<file path="config.mk">
export PLATFORM = sky130hd
export DESIGN_NAME = sram_arbiter
export DESIGN_NICKNAME = d
export VERILOG_FILES = /design/src/rtl/sram_arbiter.sv
export SDC_FILE = /design/constraint.sdc
export NUM_CORES = 1
export LEC_CHECK = 0
export CAP_MARGIN = 20
export CORE_MARGIN = 4
export CORE_UTILIZATION = 34
export DETAILED_ROUTE_END_ITERATION = 10
export MAX_ROUTING_LAYER = met4
export PLACE_DENSITY = 0.95
export SETUP_SLACK_MARGIN = 0.02
export SLEW_MARGIN = 20
export SYNTH_ARGS = -nofsm -noshare
export SYNTH_HDL_FRONTEND = slang
export SYNTH_SLANG_ARGS = --single-unit
</file>
<file path="constraint.sdc">
create_clock -name clk_i -period 4.25 [get_ports clk_i]
set_input_delay 0.85 -clock clk_i [delete_from_list [all_inputs] [get_ports clk_i]]
set_output_delay 0.85 -clock clk_i [all_outputs]
set_load 0.01 [all_outputs]
</file>
<file path="src/rtl/sram_arbiter.sv">
// Two-master Wishbone B4 pipelined arbiter in front of a 16-bit SRAM bridge.
// Round-robin grant held for a whole cycle, with forced yield after a burst limit.
module sram_arbiter #(
    parameter int MAX_BURST = 8,
    parameter int OUT_W     = 3
) (
    input  logic        clk_i,
    input  logic        _reset_i,
    input  logic        m0_cyc_i,
    input  logic        m0_stb_i,
    input  logic        m0_we_i,
    input  logic [1:0]  m0_sel_i,
    input  logic [18:0] m0_adr_i,
    input  logic [15:0] m0_dat_i,
    output logic        m0_ack_o,
    output logic [15:0] m0_dat_o,
    output logic        m0_stall_o,
    input  logic        m1_cyc_i,
    input  logic        m1_stb_i,
    input  logic        m1_we_i,
    input  logic [1:0]  m1_sel_i,
    input  logic [18:0] m1_adr_i,
    input  logic [15:0] m1_dat_i,
    output logic        m1_ack_o,
    output logic [15:0] m1_dat_o,
    output logic        m1_stall_o,
    output logic        s_cyc_o,
    output logic        s_stb_o,
    output logic        s_we_o,
    output logic [1:0]  s_sel_o,
    output logic [18:0] s_adr_o,
    output logic [15:0] s_dat_o,
    input  logic        s_ack_i,
    input  logic [15:0] s_dat_i,
    input  logic        s_stall_i,
    output logic [1:0]  gnt_o
);
    localparam logic [OUT_W-1:0] LIMIT     = {OUT_W{1'b1}};
    localparam logic [OUT_W-1:0] ONE       = OUT_W'(1);
    localparam logic [7:0]       BURST_MAX = 8'(MAX_BURST);

    typedef enum logic [1:0] {IDLE, OWN0, OWN1, DRAIN} state_t;

    state_t           state, state_next;
    logic             owner, owner_next;
    logic             last, last_next;
    logic [OUT_W-1:0] out_cnt, out_next, out_step;
    logic [7:0]       burst_cnt, burst_next, burst_step;
    logic [1:0]       gnt_next;

    logic        active, owning, own_cyc, own_stb, other_cyc;
    logic        yield, hold, accept, ack_in, enter, enter_who;
    logic        own_we;
    logic [1:0]  own_sel;
    logic [18:0] own_adr;
    logic [15:0] own_dat;

    // owner is only meaningful outside IDLE; DRAIN relies on it to remember who drains
    assign active    = (state != IDLE);
    assign owning    = (state == OWN0) || (state == OWN1);
    assign own_cyc   = owner ? m1_cyc_i : m0_cyc_i;
    assign own_stb   = owner ? m1_stb_i : m0_stb_i;
    assign own_we    = owner ? m1_we_i  : m0_we_i;
    assign own_sel   = owner ? m1_sel_i : m0_sel_i;
    assign own_adr   = owner ? m1_adr_i : m0_adr_i;
    assign own_dat   = owner ? m1_dat_i : m0_dat_i;
    assign other_cyc = owner ? m0_cyc_i : m1_cyc_i;

    assign yield  = (burst_cnt == BURST_MAX) && other_cyc;
    assign hold   = (out_cnt == LIMIT) || yield;
    assign accept = s_stb_o && !s_stall_i;
    assign ack_in = s_ack_i && active;

    always_comb begin
        s_cyc_o    = active && own_cyc;
        s_stb_o    = owning && own_stb && !hold;
        s_we_o     = active && own_we;
        s_sel_o    = active ? own_sel : 2'b00;
        s_adr_o    = active ? own_adr : 19'h0;
        s_dat_o    = active ? own_dat : 16'h0;
        m0_stall_o = !(owning && !owner) || s_stall_i || hold;
        m1_stall_o = !(owning && owner) || s_stall_i || hold;
        m0_ack_o   = ack_in && !owner;
        m1_ack_o   = ack_in && owner;
        m0_dat_o   = m0_ack_o ? s_dat_i : 16'h0000;
        m1_dat_o   = m1_ack_o ? s_dat_i : 16'h0000;
    end

    // An accept never coincides with out_cnt==LIMIT because hold blocks the strobe
    always_comb begin
        out_step = out_cnt;
        if (accept && !ack_in)
            out_step = out_cnt + ONE;
        else if (!accept && ack_in && (out_cnt != '0))
            out_step = out_cnt - ONE;
        burst_step = burst_cnt;
        if (accept && (burst_cnt != BURST_MAX))
            burst_step = burst_cnt + 8'd1;
    end

    always_comb begin
        state_next = state;
        owner_next = owner;
        last_next  = last;
        out_next   = out_step;
        burst_next = burst_step;
        enter      = 1'b0;
        enter_who  = 1'b0;
        unique case (state)
            IDLE: begin
                if (m0_cyc_i || m1_cyc_i) begin
                    enter     = 1'b1;
                    enter_who = (m0_cyc_i && m1_cyc_i) ? !last : m1_cyc_i;
                end
            end
            OWN0, OWN1, DRAIN: begin
                if (!own_cyc || ((state == DRAIN) &&
                    ((out_cnt == '0) || ((out_cnt == ONE) && s_ack_i)))) begin
                    out_next = '0;
                    if (other_cyc) begin
                        enter     = 1'b1;
                        enter_who = !owner;
                    end else begin
                        state_next = IDLE;
                    end
                end else if (yield) begin
                    state_next = DRAIN;
                end
            end
            default: state_next = IDLE;
        endcase
        if (enter) begin
            state_next = enter_who ? OWN1 : OWN0;
            owner_next = enter_who;
            last_next  = enter_who;
            burst_next = '0;
            out_next   = '0;
        end
        gnt_next = (state_next == IDLE) ? 2'b00 : (owner_next ? 2'b10 : 2'b01);
    end

    always_ff @(posedge clk_i or negedge _reset_i) begin
        if (!_reset_i) begin
            state     <= IDLE;
            owner     <= 1'b0;
            last      <= 1'b1;
            out_cnt   <= '0;
            burst_cnt <= '0;
            gnt_o     <= 2'b00;
        end else begin
            state     <= state_next;
            owner     <= owner_next;
            last      <= last_next;
            out_cnt   <= out_next;
            burst_cnt <= burst_next;
            gnt_o     <= gnt_next;
        end
    end
endmodule

</file>
Yosys cells after proc, flatten, opt, wreduce, memory -nomap -nowiden --
Cells that the tools add are included.
Storage, ports and cells: bits in registers 17, input port bits 100
Cells by class: $add $sub $neg 3, eq/ne operators 7, muxes and demuxes 37, reductions and logical operators 43
Operator list (number):
- 16-bit two-way mux | 4
- 19-bit two-way mux | 2
- 2-bit two-way mux | 10
- 1-bit logical AND | 18
- 8-bit two-way mux | 2
- 3-bit two-way mux | 5
- 1-bit two-way mux | 12
- 1-bit zero test | 9
- 1-bit logical OR | 9
- 8-bit by 1-bit adder with 8-bit output (second input constant) | 1
- 8-bit by 4-bit == test with 1-bit output (second input constant) | 1
- 8-bit by 4-bit != test with 1-bit output (second input constant) | 1
- 2-bit == test (second input constant) | 2
- 2-bit zero test | 2
- 1-bit case mux with 2 select lines | 2
- 2-bit nonzero test | 2
- 3-bit by 1-bit adder with 3-bit output (second input constant) | 1
- 3-bit by 1-bit == test with 1-bit output (second input constant) | 1
- 3-bit == test (second input constant) | 1
- 3-bit zero test | 1
- 3-bit nonzero test | 1
- 3-bit OR reduction | 1
- 3-bit by 1-bit subtractor with 3-bit output (second input constant) | 1
- 2-bit by 1-bit == test with 1-bit output (second input constant) | 1

Longest topological paths before layout --
depth after elaboration 14, gate-level depth with buffers 7, mapped depth without buffers 7

Least setup slack after synthesis --
Ideal clock, no wire load.
path kind input to output, start point in s_ack_i, end point out m0_dat_o[10], arrival time 2036 ps, path slack 1364 ps, stages 5, path through nor2b_1 -> clkbuf_1 -> nor2b_1 -> clkbuf_1 -> and2_1
Between the ends: cells in the longest elaborated chain, start to end 3
Ends and longest elaborated chain:
- start: declaration | line 33 | input logic s_ack_i,
- 1-bit logical AND | line 72 | assign ack_in = s_ack_i && active;
- 1-bit logical AND | line 83 | m0_ack_o = ack_in && !owner;
- named net m0_ack_o | line 15 | output logic m0_ack_o,
- 16-bit two-way mux | line 85 | m0_dat_o = m0_ack_o ? s_dat_i : 16'h0000;
- end: declaration | line 16 | output logic [15:0] m0_dat_o,
The timed path passes the listed nets, and every way through them passes these cells.

Worst setup path after layout --
start point in m0_cyc_i, end point out m1_stall_o
Between the ends: cells in the longest elaborated chain, start to end 4
Ends and longest elaborated chain:
- start: declaration | line 9 | input logic m0_cyc_i,
- 1-bit two-way mux | line 67 | assign other_cyc = owner ? m0_cyc_i : m1_cyc_i;
- 1-bit logical AND | line 69 | assign yield = (burst_cnt == BURST_MAX) && other_cyc;
- 1-bit logical OR | line 70 | assign hold = (out_cnt == LIMIT) || yield;
- 1-bit logical OR | line 82 | m1_stall_o = !(owning && owner) || s_stall_i || hold;
- end: declaration | line 26 | output logic m1_stall_o,
No other way between the ends.

==> results by group <==
Die
  • Core Footprint: 5610 µm²
  • Die height: 84.7 µm
  • Width of the die: 84.7 µm
  • Die area: 7170 µm²
  • I/O pin count: 178
  • Starting Density: 35.7%
  • Cell Rows: 27

Synth
  • Distinct cells, synth: 48
  • Sequential cell area fraction in the yosys report: 21.3%
  • Register bit total from synthesis: 17
  • EDFF count, synth: 0
  • Mean Syn Cell Area: 7.87 µm²
  • Asr flop ratio synth: 100%
  • Syn Nets: 363
  • Netlist area before placement: 2000 µm²
  • Yosys warning count: 0
  • Cells after Synth: 254
  • Top FF cell, synth: dfrtp_1

Critical path
  • Sequence of cells on the critical path: clkdlybuf4s50_1, mux2i_1, nor3_4, or4b_2, clkdlybuf4s50_1
  • Most used cell, CP: clkdlybuf4s50_1
  • Max Fanout on Critical Path: 8
  • R2R cell count: 6
  • Required @ worst endpoint: 3.40 ns
  • CP Data Arrival Time: 3.01 ns
  • Startpoint Class: input pin
  • Slowest CP cell: or4b_2
  • Slowest Stage Delay on Critical Path: 0.65 ns
  • Worst setup path class: input pin to primary output
  • CP Capture Type: primary output

Finish
  • Most frequent cells in the layout: clkdlybuf4s50_1 (177), nor2_1 (51), mux2i_1 (43)
  • Fin nets: 532
  • Commonest non-fill, non-tap cell in the layout: clkdlybuf4s50_1
  • Area Growth Syn to Fin: 92.9%
  • Share of layout cells above drive strength 1: 5.69%
  • Ant. Diodes: 0
  • Finished Layout Cells: 494
  • Final instance area: 3860 µm²
  • Utilization after layout: 68.8%

Power
  • Pleak: 1.74 nW
  • Psw: 808 µW
  • Seq pwr share: 12.8%
  • Power Density: 480 nW/µm²
  • Pint: 1.04 mW
  • Switching fraction of total power: 43.6%
  • Worst VDD drop: 0.000291 V
  • Gate power share: 80.7%
  • Clock power share: 6.5%

Timing
  • Final setup fails: 0
  • RSZ-0062 raised after global routing: false
  • Tmin final: 3.86 ns
  • Final hold vios: 0
  • Max-slew violations: 0
  • Max_slew headroom: 43.6%
  • Slew @ Worst Pin: 0.845 ns
  • Worst hold slack: 0.520 ns
  • Max Clock Skew: 0.00747 ns
  • Final worst-path cycle share: 90.7%
  • Fmax achieved: 0.259 GHz
  • Setup TNS: 0 ns

CTS
  • CTS tree: yes
  • H-tree levels: 1
  • Clk_lat worst skew: 0.25 ns
  • Longest Clk Path Bufs: 2
  • Setup Buffers After CTS: 0
  • CTS Buf Count: 3
  • Num Clock Sinks: 17
  • Post-cts sizing count: 0
  • Clock Pin Slew Worst Setup and Hold Paths: 0.07 ns
  • Hold buffers post-CTS: 0
  • Root Driver: clkbuf_8

Routing
  • Initial DRC count: 167
  • DR pass1 iterations: 5
  • Vias per cell: 5.05
  • Routed len/inst: 17.3 µm
  • Residual DRC count: 0
  • Routed WL: 8.53 mm
  • Via count: 2,495
  • Antenna viol nets, final: 0

Global routing
  • Largest net degree at the start of global routing: 68
  • First-pass GRT wire length: 12.6 mm
  • Antenna violations before repair: 0
  • Vias in the first global route: 2,602
  • Global Route Usage Sum: 22.8%
  • GRT Residual Overflow: 0

Hold path
  • Hold-critical path depth: 2
  • HP Class: flip-flop to flip-flop

Placed design
  • Post-DP Area: 3810 µm²
  • Port bufs: 177
  • # placed instances: 490
  • Hpwl dp: 7.18 mm
  • Routability cong.: 0.879

Outcome
  • Status: finished, final reports clean

Flow run
  • Max-cap violations: 0
==> cell usage after synthesis, types with 2 or more instances <==
cell type	instances	area, µm²
a211o_2	2	20.0
a21oi_1	5	25.0
and2_1	17	106
and3_1	17	106
buf_2	4	20.0
buf_6	2	22.5
clkbuf_1	11	41.3
dfrtp_1	16	400
ha_1	9	113
inv_1	12	45.0
mux2i_1	43	430
nand2_1	8	30.0
nand2b_1	2	12.5
nand3_1	4	20.0
nand4_1	2	12.5
nor2_1	51	191
nor2b_1	4	25.0
nor3_1	5	25.0
o211ai_1	2	15.0
o21a_1	2	15.0
o21ai_0	4	20.0
or3_1	2	12.5
xnor2_1	4	35.0
xor2_1	2	17.5
==> worst max-delay path, delay by kind of cell <==
kind	cells	cell delay [ns]
buffers and inverters	2	1.03
and+or+nand+nor	2	0.76
muxes	1	0.36
==> cell type report <==
cell class	count	area [µm²]
multi-input cells	207	1440
flip-flops and latches	17	428
well taps	72	90.1
inverters	12	45.0
fillers	451	1750
clock inverters	1	5.00
clock buffers	3	41.3
repair buffers	182	1810
==> power groups by stage <==
| stage | Clock, mW | Sequential, mW | Combinational (mW) |
|---|---|---|---|
| floorplan | 0 | 0.236 | 0.767 |
| global placement | 0 | 0.237 | 1.47 |
| detailed placement | 0 | 0.239 | 1.50 |
| CTS | 0.123 | 0.236 | 1.51 |
| global route | 0.131 | 0.241 | 1.59 |
| finish | 0.121 | 0.237 | 1.49 |
==> metal layers <==
metal	up-vias	share of wire (%)	GRT usage [%]	routed length, µm
li1	1207	-	-	-
met1	1147	34	21.7	2910
met2	118	58	46.2	4920
met3	23	4.7	2.85	400
met4	0	3.5	7.77	299
met5	-	0	-	0
==> flip-flops by register name, summed over array words and instances, names as in the netlist <==
name and count:
burst_cnt 8, gnt_o 2, last 1, out_cnt 3, owner 1, state 2
==> logic make-up (layout without fill, tap and decap cells) <==
family                     Yosys count  count (layout)  share of synthesized area, %
AOI/OAI and AO/OA                   26              26                          9.82
xor gates and xnor gates             6               6                          2.63
muxes                               44              44                          22.1
DFF                                 17              17                          21.3
adders and majority gates            9               9                          5.63
and+or+nand+nor                    122             122                          31.8
buffers and inverters               30             198                          6.70
==> metrics by stage <==
stage | power [mW] | setup WS (ns)
final | 1.85 | 0.395
after CTS | 1.87 | 0.419
after floorplan | 1.00 | 1.36
after global routing | 1.97 | 0.326
after global placement | 1.70 | 0.501
after detailed placement | 1.74 | 0.427
==> worst paths after layout <==
kind                             startpoint                    to  slack [ns]
max in group asynchronous          _reset_i       owner$_DFF_PN0_        2.66
min in group asynchronous          _reset_i    gnt_o[1]$_DFF_PN0_        1.05
setup reg to reg            owner$_DFF_PN0_  out_cnt[2]$_DFF_PN0_        1.89
setup / recovery                   m0_cyc_i            m1_stall_o        0.39
hold reg to reg            last$_DFFE_PN1N_      last$_DFFE_PN1N_        0.52
hold / removal             last$_DFFE_PN1N_      last$_DFFE_PN1N_        0.52
(Power assumes the default switching activity.)
